<file path="src/rtl/sys_if_pkg.sv">
// Shared types and constants for the AXI4-Lite to sys_if register bus bridge.
package sys_if_pkg;

    localparam int unsigned SYS_IF_AW = 32;
    localparam int unsigned SYS_IF_DW = 32;
    localparam int unsigned STRB_W    = SYS_IF_DW / 8;

    localparam logic [1:0] RESP_OKAY   = 2'b00;
    localparam logic [1:0] RESP_SLVERR = 2'b10;

    typedef enum logic [2:0] {
        ST_IDLE     = 3'd0,
        ST_WR_PULSE = 3'd1,
        ST_WR_RESP  = 3'd2,
        ST_RD_ADDR  = 3'd3,
        ST_RD_RESP  = 3'd4
    } bridge_state_e;

    typedef struct packed {
        logic [STRB_W-1:0]    strb;
        logic [SYS_IF_DW-1:0] data;
    } wr_beat_t;

endpackage

</file>
<file path="src/rtl/axil_chan_hold.sv">
// One-deep holding register for an AXI4-Lite request channel; ready drops while full.
module axil_chan_hold #(
    parameter int unsigned W = 32
) (
    input  logic         clk,
    input  logic         rst_n,
    input  logic         i_init,
    input  logic         i_valid,
    output logic         o_ready_c,
    input  logic [W-1:0] i_data,
    input  logic         i_clr,
    output logic [W-1:0] o_data,
    output logic         o_held
);

    logic         r_held;
    logic [W-1:0] r_data;
    logic         w_capture;

    assign o_ready_c = i_init & ~r_held;
    assign w_capture = i_valid & o_ready_c;

    always_ff @(posedge clk or negedge rst_n) begin
        if (!rst_n) begin
            r_held <= 1'b0;
            r_data <= '0;
        end else if (w_capture) begin
            r_held <= 1'b1;
            r_data <= i_data;
        end else if (i_clr) begin
            r_held <= 1'b0;
        end
    end

    assign o_data = r_data;
    assign o_held = r_held;

endmodule

</file>
<file path="src/rtl/sys_if_axil_bridge.sv">
// AXI4-Lite slave driving the single-cycle sys_if register bus.
// Reads and writes are serialised; simultaneous requests alternate round-robin.
module sys_if_axil_bridge
    import sys_if_pkg::*;
#(
    parameter logic [SYS_IF_AW-1:0] ADDR_SPAN = 32'h40
) (
    input  logic                 sys_if_clk,
    input  logic                 sys_if_rstn,
    input  logic [SYS_IF_AW-1:0] s_axil_awaddr,
    input  logic                 s_axil_awvalid,
    output logic                 s_axil_awready,
    input  logic [SYS_IF_DW-1:0] s_axil_wdata,
    input  logic [STRB_W-1:0]    s_axil_wstrb,
    input  logic                 s_axil_wvalid,
    output logic                 s_axil_wready,
    output logic [1:0]           s_axil_bresp,
    output logic                 s_axil_bvalid,
    input  logic                 s_axil_bready,
    input  logic [SYS_IF_AW-1:0] s_axil_araddr,
    input  logic                 s_axil_arvalid,
    output logic                 s_axil_arready,
    output logic [SYS_IF_DW-1:0] s_axil_rdata,
    output logic [1:0]           s_axil_rresp,
    output logic                 s_axil_rvalid,
    input  logic                 s_axil_rready,
    output logic                 sys_if_wen,
    output logic [SYS_IF_AW-1:0] sys_if_addr,
    output logic [SYS_IF_DW-1:0] sys_if_wdata,
    input  logic [SYS_IF_DW-1:0] sys_if_rdata
);

    localparam int unsigned BEAT_W = $bits(wr_beat_t);

    logic                 r_init;
    bridge_state_e        r_state;
    bridge_state_e        w_state_nxt;
    logic                 r_last_wr;
    logic                 r_wr_err;
    logic                 r_rd_err;
    logic                 r_wen;
    logic [SYS_IF_AW-1:0] r_addr;
    logic [SYS_IF_DW-1:0] r_wdata;
    logic                 r_bvalid;
    logic [1:0]           r_bresp;
    logic                 r_rvalid;
    logic [1:0]           r_rresp;
    logic [SYS_IF_DW-1:0] r_rdata;

    logic                 w_last_wr_nxt;
    logic                 w_wr_err_nxt;
    logic                 w_rd_err_nxt;
    logic                 w_wen_nxt;
    logic [SYS_IF_AW-1:0] w_addr_nxt;
    logic [SYS_IF_DW-1:0] w_wdata_nxt;
    logic                 w_bvalid_nxt;
    logic [1:0]           w_bresp_nxt;
    logic                 w_rvalid_nxt;
    logic [1:0]           w_rresp_nxt;
    logic [SYS_IF_DW-1:0] w_rdata_nxt;

    logic [SYS_IF_AW-1:0] w_aw_addr;
    logic [SYS_IF_AW-1:0] w_ar_addr;
    wr_beat_t             w_w_in;
    wr_beat_t             w_w_beat;
    logic                 w_aw_held;
    logic                 w_w_held;
    logic                 w_ar_held;
    logic                 w_clr_wr;
    logic                 w_clr_rd;
    logic                 w_wr_pend;
    logic                 w_rd_pend;
    logic                 w_grant_wr;
    logic                 w_grant_rd;
    logic                 w_wr_err;

    assign w_w_in = '{strb: s_axil_wstrb, data: s_axil_wdata};

    axil_chan_hold #(.W(SYS_IF_AW)) u_aw_hold (
        .clk       (sys_if_clk),
        .rst_n     (sys_if_rstn),
        .i_init    (r_init),
        .i_valid   (s_axil_awvalid),
        .o_ready_c (s_axil_awready),
        .i_data    (s_axil_awaddr),
        .i_clr     (w_clr_wr),
        .o_data    (w_aw_addr),
        .o_held    (w_aw_held)
    );

    axil_chan_hold #(.W(BEAT_W)) u_w_hold (
        .clk       (sys_if_clk),
        .rst_n     (sys_if_rstn),
        .i_init    (r_init),
        .i_valid   (s_axil_wvalid),
        .o_ready_c (s_axil_wready),
        .i_data    (w_w_in),
        .i_clr     (w_clr_wr),
        .o_data    (w_w_beat),
        .o_held    (w_w_held)
    );

    axil_chan_hold #(.W(SYS_IF_AW)) u_ar_hold (
        .clk       (sys_if_clk),
        .rst_n     (sys_if_rstn),
        .i_init    (r_init),
        .i_valid   (s_axil_arvalid),
        .o_ready_c (s_axil_arready),
        .i_data    (s_axil_araddr),
        .i_clr     (w_clr_rd),
        .o_data    (w_ar_addr),
        .o_held    (w_ar_held)
    );

    // Round-robin: on contention the kind not granted last time wins.
    assign w_wr_pend  = w_aw_held & w_w_held;
    assign w_rd_pend  = w_ar_held;
    assign w_grant_wr = w_wr_pend & (~w_rd_pend | ~r_last_wr);
    assign w_grant_rd = w_rd_pend & (~w_wr_pend |  r_last_wr);
    assign w_wr_err   = (w_aw_addr >= ADDR_SPAN) | (w_w_beat.strb != {STRB_W{1'b1}});

    always_ff @(posedge sys_if_clk or negedge sys_if_rstn) begin
        if (!sys_if_rstn) begin
            r_state <= ST_IDLE;
        end else begin
            r_state <= w_state_nxt;
        end
    end

    always_comb begin
        w_state_nxt = r_state;
        case (r_state)
            ST_IDLE: begin
                if (w_grant_wr) begin
                    w_state_nxt = ST_WR_PULSE;
                end else if (w_grant_rd) begin
                    w_state_nxt = ST_RD_ADDR;
                end
            end
            ST_WR_PULSE: w_state_nxt = ST_WR_RESP;
            ST_WR_RESP:  if (s_axil_bready) w_state_nxt = ST_IDLE;
            ST_RD_ADDR:  w_state_nxt = ST_RD_RESP;
            ST_RD_RESP:  if (s_axil_rready) w_state_nxt = ST_IDLE;
            default:     w_state_nxt = ST_IDLE;
        endcase
    end

    // Next values of every registered output, plus holding-register clears.
    always_comb begin
        w_last_wr_nxt = r_last_wr;
        w_wr_err_nxt  = r_wr_err;
        w_rd_err_nxt  = r_rd_err;
        w_wen_nxt     = 1'b0;
        w_addr_nxt    = r_addr;
        w_wdata_nxt   = r_wdata;
        w_bvalid_nxt  = r_bvalid;
        w_bresp_nxt   = r_bresp;
        w_rvalid_nxt  = r_rvalid;
        w_rresp_nxt   = r_rresp;
        w_rdata_nxt   = r_rdata;
        w_clr_wr      = 1'b0;
        w_clr_rd      = 1'b0;
        case (r_state)
            ST_IDLE: begin
                if (w_grant_wr) begin
                    w_last_wr_nxt = 1'b1;
                    w_wr_err_nxt  = w_wr_err;
                    w_wen_nxt     = ~w_wr_err;
                    w_addr_nxt    = {w_aw_addr[SYS_IF_AW-1:2], 2'b00};
                    w_wdata_nxt   = w_w_beat.data;
                end else if (w_grant_rd) begin
                    w_last_wr_nxt = 1'b0;
                    w_rd_err_nxt  = (w_ar_addr >= ADDR_SPAN);
                    w_addr_nxt    = {w_ar_addr[SYS_IF_AW-1:2], 2'b00};
                end
            end
            ST_WR_PULSE: begin
                w_clr_wr     = 1'b1;
                w_bvalid_nxt = 1'b1;
                w_bresp_nxt  = r_wr_err ? RESP_SLVERR : RESP_OKAY;
            end
            ST_WR_RESP: begin
                if (s_axil_bready) w_bvalid_nxt = 1'b0;
            end
            ST_RD_ADDR: begin
                w_clr_rd     = 1'b1;
                w_rvalid_nxt = 1'b1;
                w_rresp_nxt  = r_rd_err ? RESP_SLVERR : RESP_OKAY;
                w_rdata_nxt  = r_rd_err ? '0 : sys_if_rdata;
            end
            ST_RD_RESP: begin
                if (s_axil_rready) w_rvalid_nxt = 1'b0;
            end
            default: begin
                w_wen_nxt = 1'b0;
            end
        endcase
    end

    always_ff @(posedge sys_if_clk or negedge sys_if_rstn) begin
        if (!sys_if_rstn) begin
            r_init    <= 1'b0;
            r_last_wr <= 1'b0;
            r_wr_err  <= 1'b0;
            r_rd_err  <= 1'b0;
            r_wen     <= 1'b0;
            r_addr    <= '0;
            r_wdata   <= '0;
            r_bvalid  <= 1'b0;
            r_bresp   <= RESP_OKAY;
            r_rvalid  <= 1'b0;
            r_rresp   <= RESP_OKAY;
            r_rdata   <= '0;
        end else begin
            r_init    <= 1'b1;
            r_last_wr <= w_last_wr_nxt;
            r_wr_err  <= w_wr_err_nxt;
            r_rd_err  <= w_rd_err_nxt;
            r_wen     <= w_wen_nxt;
            r_addr    <= w_addr_nxt;
            r_wdata   <= w_wdata_nxt;
            r_bvalid  <= w_bvalid_nxt;
            r_bresp   <= w_bresp_nxt;
            r_rvalid  <= w_rvalid_nxt;
            r_rresp   <= w_rresp_nxt;
            r_rdata   <= w_rdata_nxt;
        end
    end

    assign sys_if_wen    = r_wen;
    assign sys_if_addr   = r_addr;
    assign sys_if_wdata  = r_wdata;
    assign s_axil_bvalid = r_bvalid;
    assign s_axil_bresp  = r_bresp;
    assign s_axil_rvalid = r_rvalid;
    assign s_axil_rresp  = r_rresp;
    assign s_axil_rdata  = r_rdata;

endmodule

</file>
<file path="config.mk">
export PLATFORM = sky130hd
export DESIGN_NAME = sys_if_axil_bridge
export DESIGN_NICKNAME = d
export VERILOG_FILES = /design/src/rtl/sys_if_pkg.sv /design/src/rtl/axil_chan_hold.sv /design/src/rtl/sys_if_axil_bridge.sv
export SDC_FILE = /design/constraint.sdc
export NUM_CORES = 1
export LEC_CHECK = 0
export BUFFER_PORTS_ARGS = -buffer_cell sky130_fd_sc_hd__buf_2
export CAP_MARGIN = 20
export CORE_ASPECT_RATIO = 0.9
export CORE_MARGIN = 5
export CORE_UTILIZATION = 57
export DETAILED_ROUTE_END_ITERATION = 10
export HOLD_SLACK_MARGIN = 0.06
export PLACE_DENSITY_LB_ADDON = 0.2
export SLEW_MARGIN = 20
export SYNTH_ARGS = -nofsm -noshare
export SYNTH_HDL_FRONTEND = slang
export SYNTH_HIERARCHICAL = 1
export SYNTH_SLANG_ARGS = --single-unit
</file>
<file path="constraint.sdc">
create_clock -name sys_if_clk -period 3.1 [get_ports sys_if_clk]
set_input_delay 0.62 -clock sys_if_clk [delete_from_list [all_inputs] [get_ports sys_if_clk]]
set_output_delay 0.62 -clock sys_if_clk [all_outputs]
set_load 0.005 [all_outputs]
</file>
Yosys cells after proc, flatten, opt, wreduce, memory -nomap -nowiden
Index checks and enable logic that the tools add are counted.
{ "totals": {"regBits": 213, "output_inout_bits": 106, "wordCells": 86, "inputBits": 139} }
{ "op_classes": {"reduce_logical": 13, "muxes": 25, "bitwise": 19, "n_lt_le_gt_ge": 2, "n_eq_ne": 8} }
{ "ops": {"columns": ["operator", "n"], "rows": [
  ["2-to-1 mux 32 bit", 3],
  [">= comparator 32 x 7 -> 1 bit, second input constant", 2],
  ["one-hot mux 3 bit (5 select lines)", 1],
  ["2-to-1 mux 1 bit", 13],
  ["2-to-1 mux 3 bit", 4],
  ["nonzero test 2 bit", 6],
  ["bitwise AND 1 bit", 9],
  ["AND reduction 2 bit", 4],
  ["inverter 1 bit", 7],
  ["== test 3 x 2 -> 1 bit, second input constant", 2],
  ["AND reduction 3 bit", 2],
  ["2-to-1 mux 2 bit", 2],
  ["inequality test 2 bit, second input constant", 2],
  ["inequality test 4 bit, second input constant", 1],
  ["one-hot mux 1 bit (2 select lines)", 2],
  ["== test 3 x 1 -> 1 bit, second input constant", 1],
  ["== test 3 bit, second input constant", 1],
  ["zero test 3 bit", 1],
  ["inequality test 3 bit, second input constant", 1],
  ["bitwise OR 1 bit", 3]
]} }

Depth between registers and ports, before layout
Gate-level depths: netlist of run 1.
{ "logic_depth": {"depth_word": 7, "depth_mapped": 6, "depth_no_buf": 3} }

Cells and area by module
Netlist of run 1, hierarchy kept.
{ "by_module_without_submodules": {"columns": ["module", "cells_per_inst", "seq_area_each_um2", "n_inst", "area_per_inst_um2"], "rows": [
  ["sys_if_axil_bridge", 455, 2652.5, 1, 4710.8],
  ["axil_chan_hold (u_ar_hold ...)", 72, 825.8, 2, 1363.8],
  ["axil_chan_hold (u_w_hold)", 81, 925.9, 1, 1549.0]
]} }

Worst setup path before layout of run 1
OpenSTA, ideal clock, no wires.
{ "synth_path": {"path_kind": "register to register", "startpoint": "register r_state[1]", "endpoint": "register r_wdata[0], in the netlist sys_if_wdata[0]", "setup_time_ns": 0.127, "stages_incl_launch_ff": 7, "n_path_buf": 3, "synth_period_minus_slack_ns": 1.661, "required_ns": 2.973, "arrival_ns": 1.533, "slack_ns": 1.439, "path_cell_list": "dfrtp_1 -> buf_2 -> nor3_4 -> and3_1 -> buf_4 -> buf_6 -> mux2_1"} }
{ "synth_via": {"elab_chain_len": 2} }
{ "synth_rtl": {"columns": ["item", "line_no", "source"], "rows": [
  ["start: declaration", "sys_if_axil_bridge.sv:36", "bridge_state_e r_state;"],
  ["start signal: assignment", "sys_if_axil_bridge.sv:126", "r_state <= w_state_nxt;"],
  ["zero test 3 bit", "sys_if_axil_bridge.sv:163", "case (r_state)"],
  ["AND reduction 2 bit (no line)", null, null],
  ["end signal: assignment", "sys_if_axil_bridge.sv:221", "r_wdata <= w_wdata_nxt;"],
  ["end: declaration", "sys_if_axil_bridge.sv:43", "logic [SYS_IF_DW-1:0] r_wdata;"]
]} }
Every way passes these cells.
A chain may end at the register's enable or synchronous reset.

Worst setup path after layout of run 1
{ "layout_path": {"startpoint": "register u_aw_hold.r_held, in the netlist u_aw_hold/o_held", "endpoint": "register r_wdata[7], in the netlist sys_if_wdata[7]"} }
{ "layout_via": {"elab_chain_len": 3} }
{ "layout_rtl": {"columns": ["item", "line_no", "source"], "rows": [
  ["start: declaration", "axil_chan_hold.sv:16", "logic r_held;"],
  ["start signal: assignment", "axil_chan_hold.sv:25", "r_held <= 1'b0;"],
  ["start signal: assignment", "axil_chan_hold.sv:28", "r_held <= 1'b1;"],
  ["start signal: assignment", "axil_chan_hold.sv:31", "r_held <= 1'b0;"],
  ["bitwise AND 1 bit", "sys_if_axil_bridge.sv:116", "assign w_wr_pend = w_aw_held & w_w_held;"],
  ["bitwise AND 1 bit", "sys_if_axil_bridge.sv:118", "assign w_grant_wr = w_wr_pend & (~w_rd_pend | ~r_last_wr);"],
  ["AND reduction 2 bit (no line)", null, null]
]} }
Every way passes these cells.

==> results.txt, run 1 <==
Crit Path Max Fanout -> 33
Hold Fails Final Rpt -> 0
DIE WIDTH -> 141.2 µm
Vias in the first global route -> 6,455
Status -> finished clean
Fin. max-slew vios -> 0
Clock transition at path regs -> 0.06 ns
Chip Height -> 128.1 µm
Register Area -> 5130 µm²
Final Cycle Share -> 67.64%
GRT Total Usage -> 23.70%
Port bufs -> 236
Max Freq -> 476.9 MHz
DR vias -> 6,256
CTS root buffer -> clkbuf_16
PwrDens -> 1064 nW/µm²
Clk sinks -> 205
Rows -> 43
M1 wire length -> 8870 µm
Slew HR -> 28.55%
Clk Latency, worst-skew pair -> 0.49 ns
Finished Layout Cells -> 1,110
Io pins -> 245
# DRC -> 0
Worst hold-check path type -> in -> async
Multi-input logic area -> 3337 µm²
Fin crit period -> 2.097 ns
CTS buffer count -> 22
Final setup violating endpoints -> 0
Max VDD drop -> 0.5464 mV
Routed WL per cell -> 19.73 µm
Global placer's final weighted congestion -> 0.8514
Kind of critical path -> reg -> reg
Wire length on met2 -> 10,770 µm
Post-CTS resize count -> 0
H-tree depth -> 1
Placed instance count -> 1,070
DR vias/cell -> 5.636
Endpoint class of the critical path -> flop
CTS max path bufs -> 3
CTS tree -> done
Layout Skew -> 0.006573 ns
DRT antenna net count -> 0
CP startpoint kind -> flop
Critical Path RT -> 3.46 ns
Synthesized area -> 8827 µm²
RSZ-0062 raised after global routing -> false
Post-CTS Setup Bufs -> 0
Total die area -> 18,080 µm²
Worst-margin pin slew -> 1.072 ns
DRT Pass-1 Iters -> 4
Detailed Route WL -> 21,900 µm
Met3 wire length -> 1845 µm
LEAKAGE -> 5.300 nW
Avg Cell Area, Syn -> 13.14 µm²
Critical path arrival -> 2.46 ns
GR Overflow Total -> 0
Net count, final -> 1,031
Synth warn -> 6
CTS Hold Buffers Added -> 0
Setup tns final -> 0 ns
Area Overhead vs Synth -> 21.86%
Initial antenna violation count -> 0
DP HPWL -> 14,840 µm
Max Cap Violations -> 0
Largest net degree at the start of global routing -> 71
Core footprint -> 15,330 µm²
Syn Inst Count -> 672
Layout cells sized above 1 -> 42.34%
Starting density of the core -> 57.57%
FILL cells -> 1,135
Highest routed layer -> met4
Global-route wire length before repair -> 34,330 µm
Iteration-0 DRC Markers -> 398
metal layers:
metal  GRT usage [%]  vias up
li1                -     2822
met1           32.14     3114
met2           39.84      282
met3           5.259       38
met4           4.843        0
met5               0        -
worst paths after layout:
path                                                    end  cells past startpoint  slack, ns                         start
setup reg to reg                sys_if_wdata[7]$_DFFE_PN0P_                      5       1.00  u_aw_hold/o_held$_DFFE_PN0P_
hold / removal              u_w_hold/o_data[13]$_DFFE_PN0P_                      1       0.13                   sys_if_rstn
setup / recovery                sys_if_wdata[7]$_DFFE_PN0P_                      5       1.00  u_aw_hold/o_held$_DFFE_PN0P_
max in group asynchronous  u_aw_hold/o_data[16]$_DFFE_PN0P_                      2       2.16                   sys_if_rstn
hold reg to reg                s_axil_rdata[19]$_DFFE_PN0P_                      2       0.48  s_axil_rdata[19]$_DFFE_PN0P_
min in group sys_if_clk    u_aw_hold/o_data[26]$_DFFE_PN0P_                      2       0.36             s_axil_awaddr[26]
registers in the layout (all words and copies together) (netlist names), 3 cells and up:
| signal | cells |
|---|---|
| sys_if_wdata | 32 |
| u_ar_hold/o_data | 30 |
| u_w_hold/o_data | 36 |
| u_aw_hold/o_data | 30 |
| sys_if_addr | 30 |
| r_state | 3 |
| s_axil_rdata | 32 |
cells in the final DEF, fill, tap and decap left out, types with 2 or more instances in the layout:
| cell type | instances |
|---|---|
| buf_2 | 235 |
| dfrtp_1 | 205 |
| mux2_4 | 83 |
| o21ai_0 | 51 |
| nand2_1 | 35 |
| nand3_1 | 33 |
| mux2_1 | 33 |
| a21oi_1 | 32 |
| nand2b_1 | 32 |
| a31oi_1 | 30 |
| clkbuf_16 | 23 |
| o21ai_1 | 15 |
| mux2_2 | 14 |
| nor4_1 | 11 |
| clkbuf_8 | 9 |
| buf_4 | 8 |
| inv_1 | 6 |
| nor2_1 | 5 |
| conb_1 | 5 |
| clkbuf_1 | 5 |
| nor2b_1 | 4 |
| nand3b_1 | 3 |
| and2_1 | 3 |
| nand4_1 | 3 |
| nand3b_4 | 3 |
| nor3_1 | 2 |
| a31o_2 | 2 |
| o31a_1 | 2 |
| clkinv_2 | 2 |
| buf_12 | 2 |
critical path: stages (launching register included):
cell     delay (ns)
dfrtp_1        0.44
and2_1         0.15
buf_4          0.37
and3_1         0.22
buf_4          0.40
mux2_1         0.37
through the flow:
step                      cell area [µm²]  util [%]  total power [mW]  worst slack (ns)  hold WS (ns)
after floorplan                      8838         -             7.376             1.439        0.3244
after global placement              10030     65.43             8.673             1.066        0.4578
after detailed placement            10030     65.43             8.926             1.015        0.4692
after CTS                           10750     70.13             11.53             1.003        0.1394
after global routing                10750     70.13             12.13            0.8749        0.1634
final                               10760     70.15             11.45             1.003        0.1304
power by group:
part | switching (mW) | internal (mW) | total [mW]
Clock | 0.996 | 1.54 | 2.54
Sequential | 0.900 | 4.00 | 4.90
Combinational | 1.94 | 2.07 | 4.01
area by class of cell:
cell class / instances / share of cell area (%)
diodes: 1 / 0.02326
clock buffers: 36 / 6.549
clock inverters: 3 / 0.1628
inverters: 6 / 0.2094
multi-input cells: 411 / 31.02
flip-flops and latches: 205 / 47.69
well taps: 202 / 2.350
repair buffers: 246 / 11.99
(Power assumes the default switching activity.)
==> run 2: changes to the inputs <==
--- a/config.mk
+++ b/config.mk
@@ -9,7 +9,7 @@
 export CAP_MARGIN = 20
 export CORE_ASPECT_RATIO = 0.9
 export CORE_MARGIN = 5
-export CORE_UTILIZATION = 57
+export CORE_UTILIZATION = 47
 export DETAILED_ROUTE_END_ITERATION = 10
 export HOLD_SLACK_MARGIN = 0.06
 export PLACE_DENSITY_LB_ADDON = 0.2
==> constraint.sdc (replaced) <==
create_clock -name sys_if_clk -period 1.7 [get_ports sys_if_clk]
set_input_delay 0.34 -clock sys_if_clk [delete_from_list [all_inputs] [get_ports sys_if_clk]]
set_output_delay 0.34 -clock sys_if_clk [all_outputs]
set_load 0.005 [all_outputs]
==> run 2 against run 1 <==
Effect of this change:
- clock skew grew 0.0071 ns
- wire length grew 2.4%
- via count increased by 0.99%
- first-iteration DRC count is 10% lower
- global-route usage fell by 3.4 points
- sequential power grew 81%
- highest routed layer unchanged
==> results.txt, run 2 (synthesized netlist as in run 1, its figures left out) <==
Status -> finished clean
Critical Path RT -> 1.36 ns
Worst stage delay on the critical path -> 0.40 ns
Top delay family on crit path -> flip-flops
DP HPWL -> 15,350 µm
Register Area -> 5130 µm²
Max Freq -> 606.4 MHz
Most frequent cells in the layout -> 235 x buf_2, 205 x dfrtp_1, 83 x mux2_4, 51 x o21ai_0, 48 x dlygate4sd3_1
Global placer's final weighted congestion -> 0.7493
CP startpoint kind -> flop
Hold Fails Final Rpt -> 0
Layout Skew -> 0.01367 ns
Clk Latency, worst-skew pair -> 0.50 ns
Switching Share -> 33.16%
Max stage delay cell, worst path -> dfrtp_1
DR vias/cell -> 5.191
Power share of the combinational group -> 36.5%
Vias in the first global route -> 6,587
Fin crit period -> 1.649 ns
Clock transition at path regs -> 0.06 ns
Final setup violating endpoints -> 0
Final Cycle Share -> 97.01%
Diodes inserted -> 0
# DRC -> 0
Detailed Route WL -> 22,440 µm
DR vias -> 6,318
Largest register FFs -> 36
Clock power share -> 21.6%
Internal power -> 14.13 mW
Clk sinks -> 205
Most common cell after layout, fill and taps aside -> buf_2
CTS tree -> done
DIE WIDTH -> 154.5 µm
Kind of critical path -> reg -> out
Net count, final -> 1,101
Sequential Power Share -> 41.9%
CTS max path bufs -> 3
Max VDD drop -> 1.038 mV
Worst-path cell chain -> buf_6 -> nor2b_1 -> buf_2
Worst-margin pin slew -> 0.8778 ns
GRT Total Usage -> 20.27%
Largest net degree at the start of global routing -> 76
Port bufs -> 236
Initial antenna violation count -> 0
DRT antenna net count -> 0
Critical path arrival -> 1.31 ns
Rows -> 47
Crit Path Max Fanout -> 4
Setup tns final -> 0 ns
Slew HR -> 41.48%
Routed WL per cell -> 18.43 µm
Core footprint -> 18,410 µm²
Endpoint class of the critical path -> primary output
Max Cap Violations -> 0
Fin. max-slew vios -> 0
Sw power -> 7.009 mW
CTS root buffer -> clkbuf_16
Layout cells sized above 1 -> 41.56%
Pwr Total -> 21.13 mW
Multi-input logic area -> 3337 µm²
Global-route wire length before repair -> 35,980 µm
DRT Pass-1 Iters -> 4
CP Buf/Inv Count -> 2
Starting density of the core -> 47.96%
FILL cells -> 1,420
PwrDens -> 1831 nW/µm²
Chip Height -> 140.0 µm
LEAKAGE -> 5.637 nW
Worst hold-check path type -> in -> reg
Io pins -> 245
Total die area -> 21,630 µm²
RSZ-0062 raised after global routing -> false
Area Overhead vs Synth -> 30.76%
Placed cell area -> 10,370 µm²
GR Overflow Total -> 0
CTS buffer count -> 22
Finished Cell Area -> 11,540 µm²
H-tree depth -> 1
Iteration-0 DRC Markers -> 358
## run 2: changes by cell type in the layout (fill, tap and decap cells not counted), sizes merged
cell | previous run | this run
diode | 1 | 0
bufinv | 0 | 1
dlygate4sd3 | 0 | 48
clkbuf | 37 | 29
clkinv | 2 | 4
buf | 245 | 267
## run 2: worst paths after layout
| path | end | cells after the start | startpoint | slack [ns] |
|---|---|---|---|---|
| max reg2reg | s_axil_bresp[1]$_DFFE_PN0P_ | 4 | r_state[0]$_DFFE_PN0P_ | 0.13 |
| max in group asynchronous | s_axil_rdata[28]$_DFFE_PN0P_ | 3 | sys_if_rstn | 0.72 |
| min | u_aw_hold/o_data[16]$_DFFE_PN0P_ | 2 | s_axil_awaddr[16] | 0.07 |
| max | s_axil_awready | 3 | r_init$_DFF_PN0_ | 0.05 |
| min reg2reg | s_axil_rdata[0]$_DFFE_PN0P_ | 2 | s_axil_rdata[0]$_DFFE_PN0P_ | 0.47 |
| min in group asynchronous | u_w_hold/o_data[4]$_DFFE_PN0P_ | 2 | sys_if_rstn | 0.29 |
## run 2: stage by stage
stage	utilization, %	hold slack, ns	cells	worst slack (ns)
after floorplan	-	0.04441	675	0.03927
after global placement	56.33	0.2518	1134	0.1533
after detailed placement	56.33	0.2565	1134	0.1196
after CTS	62.65	0.06127	1216	0.01325
after global routing	62.71	0.06155	1217	0.0002260
final	62.71	0.07356	1217	0.05079
## run 2: worst reg2reg max path, cell delays in order (launching register included)
cell and delay, ns:
dfrtp_1 0.39, buf_4 0.16, nor2b_1 0.23, nor2b_1 0.31, mux2_2 0.37
## run 2: area by class of cell
type,count,area share [%]
inverter,6,0.1951
clock inverter,6,0.5962
sequential,205,44.44
clock buffer,28,5.312
timing repair buffer,316,17.89
tap,245,2.656
multi-input combinational,411,28.91
## run 2: layer usage
layer	up-vias	wire length, µm	part of all wire [%]	global-route usage, %
met4	0	506	2.3	4.740
met3	34	1817	8.1	5.151
met5	-	0	0	0
met1	3082	9853	44	28.78
li1	2946	-	-	-
met2	256	10260	46	31.62
## run 2: power by group through the flow
stage	Clock, mW	Combinational, mW	Sequential (mW)
finish	4.57	7.70	8.87
global route	4.88	8.46	9.17
CTS	4.67	7.79	8.84
detailed placement	0	7.71	8.87
global placement	0	7.51	8.83
floorplan	0	4.86	8.59
## run 2: repair_timing
item,in CTS,in global routing
hold buffers,48,0
setup endpoints to repair,3,2
setup buffers,1,1
pin swaps,0,0
endpoints found under the hold margin,130,0
gates resized for setup,0,1
==> run 3: changes to the inputs <==
--- a/config.mk
+++ b/config.mk
@@ -11,6 +11,7 @@
 export CORE_MARGIN = 5
 export CORE_UTILIZATION = 47
 export DETAILED_ROUTE_END_ITERATION = 10
+export GPL_TIMING_DRIVEN = 0
 export HOLD_SLACK_MARGIN = 0.06
 export PLACE_DENSITY_LB_ADDON = 0.2
 export SLEW_MARGIN = 20
==> run 3 against run 2 <==
Effect of this change:
- the flow now finishes with violations (setup timing)
- wire length increased by 3.5%
- register-to-register slack got worse by 0.16 ns
- design area increased by 3.5%
- critical path depth increased by 2
- sequential share of layout area decreased by 1.5 points
- clock skew decreased by 0.0022 ns
- die area unchanged
- clock power increased by 11%
- via count increased by 3.2%
- sequential power increased by 2%
- critical endpoint is now sys_if_wdata[11]$_DFFE_PN0P_
- largest cell class unchanged
- largest power group unchanged
==> results.txt, run 3 (synthesized netlist as in run 1, its figures left out) <==
Status -> finished, violations left
Violated checks -> setup timing
Fin worst setup slack -> -0.02696 ns
Routed WL per cell -> 18.43 µm
Detailed Route WL -> 23,230 µm
Most frequent cells in the layout -> 237 x buf_2, 199 x dfrtp_1, 101 x mux2_4, 57 x dlygate4sd3_1, 51 x o21ai_0
Final Core Density -> 64.93%
Core footprint -> 18,410 µm²
Initial antenna violation count -> 1
Hold Fails Final Rpt -> 0
Clock power share -> 22.8%
GR Overflow Total -> 0
Clock transition at path regs -> 0.06 ns
LEAKAGE -> 5.826 nW
DR vias -> 6,522
GRT Total Usage -> 21.07%
Port bufs -> 236
Sequential Power Share -> 40.7%
Total die area -> 21,630 µm²
Worst-margin pin slew -> 0.5016 ns
Most common cell after layout, fill and taps aside -> buf_2
Critical path arrival -> 2.11 ns
Kind of critical path -> reg -> reg
Io pins -> 245
Final setup violating endpoints -> 9
CTS max path bufs -> 3
Layout cells sized above 1 -> 43.49%
CTS tree -> done
Max Cap Violations -> 0
Endpoint class of the critical path -> flop
Area Overhead vs Synth -> 35.39%
Chip Height -> 140.0 µm
Vias in the first global route -> 6,729
Power share of the combinational group -> 36.5%
Reg2Reg Depth -> 5
H-tree depth -> 1
DP HPWL -> 16,230 µm
DIE WIDTH -> 154.5 µm
Net count, final -> 1,137
RSZ-0062 raised after global routing -> true
Largest net degree at the start of global routing -> 80
Cells on Worst Hold Path -> 2
CP startpoint kind -> flop
Worst hold-check path type -> in -> reg
Critical Path RT -> 2.08 ns
Starting density of the core -> 47.96%
CTS root buffer -> clkbuf_16
Clk Latency, worst-skew pair -> 0.50 ns
Switching Share -> 32.42%
DR vias/cell -> 5.176
Finished Layout Cells -> 1,260
Max VDD drop -> 0.9700 mV
DRT Pass-1 Iters -> 5
Iteration-0 DRC Markers -> 299
Placed instance count -> 1,158
Max Freq -> 579.1 MHz
Fin crit period -> 1.727 ns
PwrDens -> 1854 nW/µm²
Clk sinks -> 205
# DRC -> 0
CTS buffer count -> 23
Largest register FFs -> 36
Fin. max-slew vios -> 0
Layout Skew -> 0.01144 ns
Crit Path Max Fanout -> 10
Slew HR -> 66.56%
Flop-to-flop setup slack -> -0.03 ns
Internal power -> 14.98 mW
DRT antenna net count -> 0
Global-route wire length before repair -> 37,180 µm
Rows -> 47
Final Cycle Share -> 101.6%
Sw power -> 7.185 mW
Global placer's final weighted congestion -> 0.7866
-- run 3: what timing repair did --
| action | 4_1_cts | 5_1_grt |
|---|---|---|
| endpoints found under the setup margin | 66 | 51 |
| pin swaps | 2 | 2 |
| hold buffers | 56 | 1 |
| setup buffers | 7 | 3 |
| resized for setup | 19 | 23 |
| cloned | 1 | 0 |
| endpoints found under the hold margin | 110 | 1 |
-- run 3: power by group through the flow --
stage | Combinational [mW] | Clock, mW | Sequential [mW]
after floorplan | 4.86 | 0 | 8.59
after global placement | 7.29 | 0 | 8.93
after detailed placement | 7.49 | 0 | 8.99
after CTS | 7.89 | 5.17 | 8.99
after global routing | 8.87 | 5.36 | 9.31
final | 8.09 | 5.06 | 9.02
-- run 3: worst paths after layout --
kind | startpoint | end
worst max register to register | r_state[1]$_DFFE_PN0P_ | sys_if_wdata[11]$_DFFE_PN0P_
worst max-delay path | r_state[1]$_DFFE_PN0P_ | sys_if_wdata[11]$_DFFE_PN0P_
worst min-delay path | s_axil_wstrb[2] | u_w_hold/o_data[34]$_DFFE_PN0P_
min in group asynchronous | sys_if_rstn | sys_if_wdata[8]$_DFFE_PN0P_
worst min register to register | s_axil_rdata[9]$_DFFE_PN0P_ | s_axil_rdata[9]$_DFFE_PN0P_
max in group asynchronous | sys_if_rstn | r_state[2]$_DFFE_PN0P_
-- run 3: critical path, stage by stage (launching register included) --
cell and delay [ns]:
dfrtp_2 0.43, nor3_4 0.28, and3_4 0.28, buf_12 0.13, buf_12 0.13, mux2_1 0.34
-- run 3: final cells by class --
cell class | count | area (µm²)
clock inverter | 5 | 78.83
multi-input combinational | 411 | 3411
inverter | 6 | 22.52
buffer | 45 | 347.8
tap | 245 | 306.5
sequential | 205 | 5137
timing repair buffer | 306 | 1941
clock buffer | 36 | 704.4
antenna | 1 | 2.502
fill | 1447 | 6455
-- run 3: layer usage --
metal / routed length, µm / share of wire [%] / vias to the layer above / GRT usage, %
met1: 10340 / 45 / 3192 / 30.02
met2: 10690 / 46 / 245 / 33.00
met4: 628 / 2.7 / 0 / 6.087
li1: - / - / 3041 / -
met5: 0 / 0 / - / 0
met3: 1562 / 6.7 / 44 / 4.257
-- run 3: metrics by stage --
step                TNS (ns)  total power, mW  hold slack, ns  worst slack (ns)  area [µm²]
global route          -1.596            23.55         0.06261          -0.07974       11950
CTS                  -0.8191            22.05         0.06002          -0.04992       11850
global placement     -666.91            16.22          0.4583            -3.214       10330
floorplan                  0            13.45         0.04441           0.03927        8838
detailed placement    -13.03            16.48          0.2988           -0.3022       10390
finish              -0.07624            22.16         0.07411          -0.02696       11950
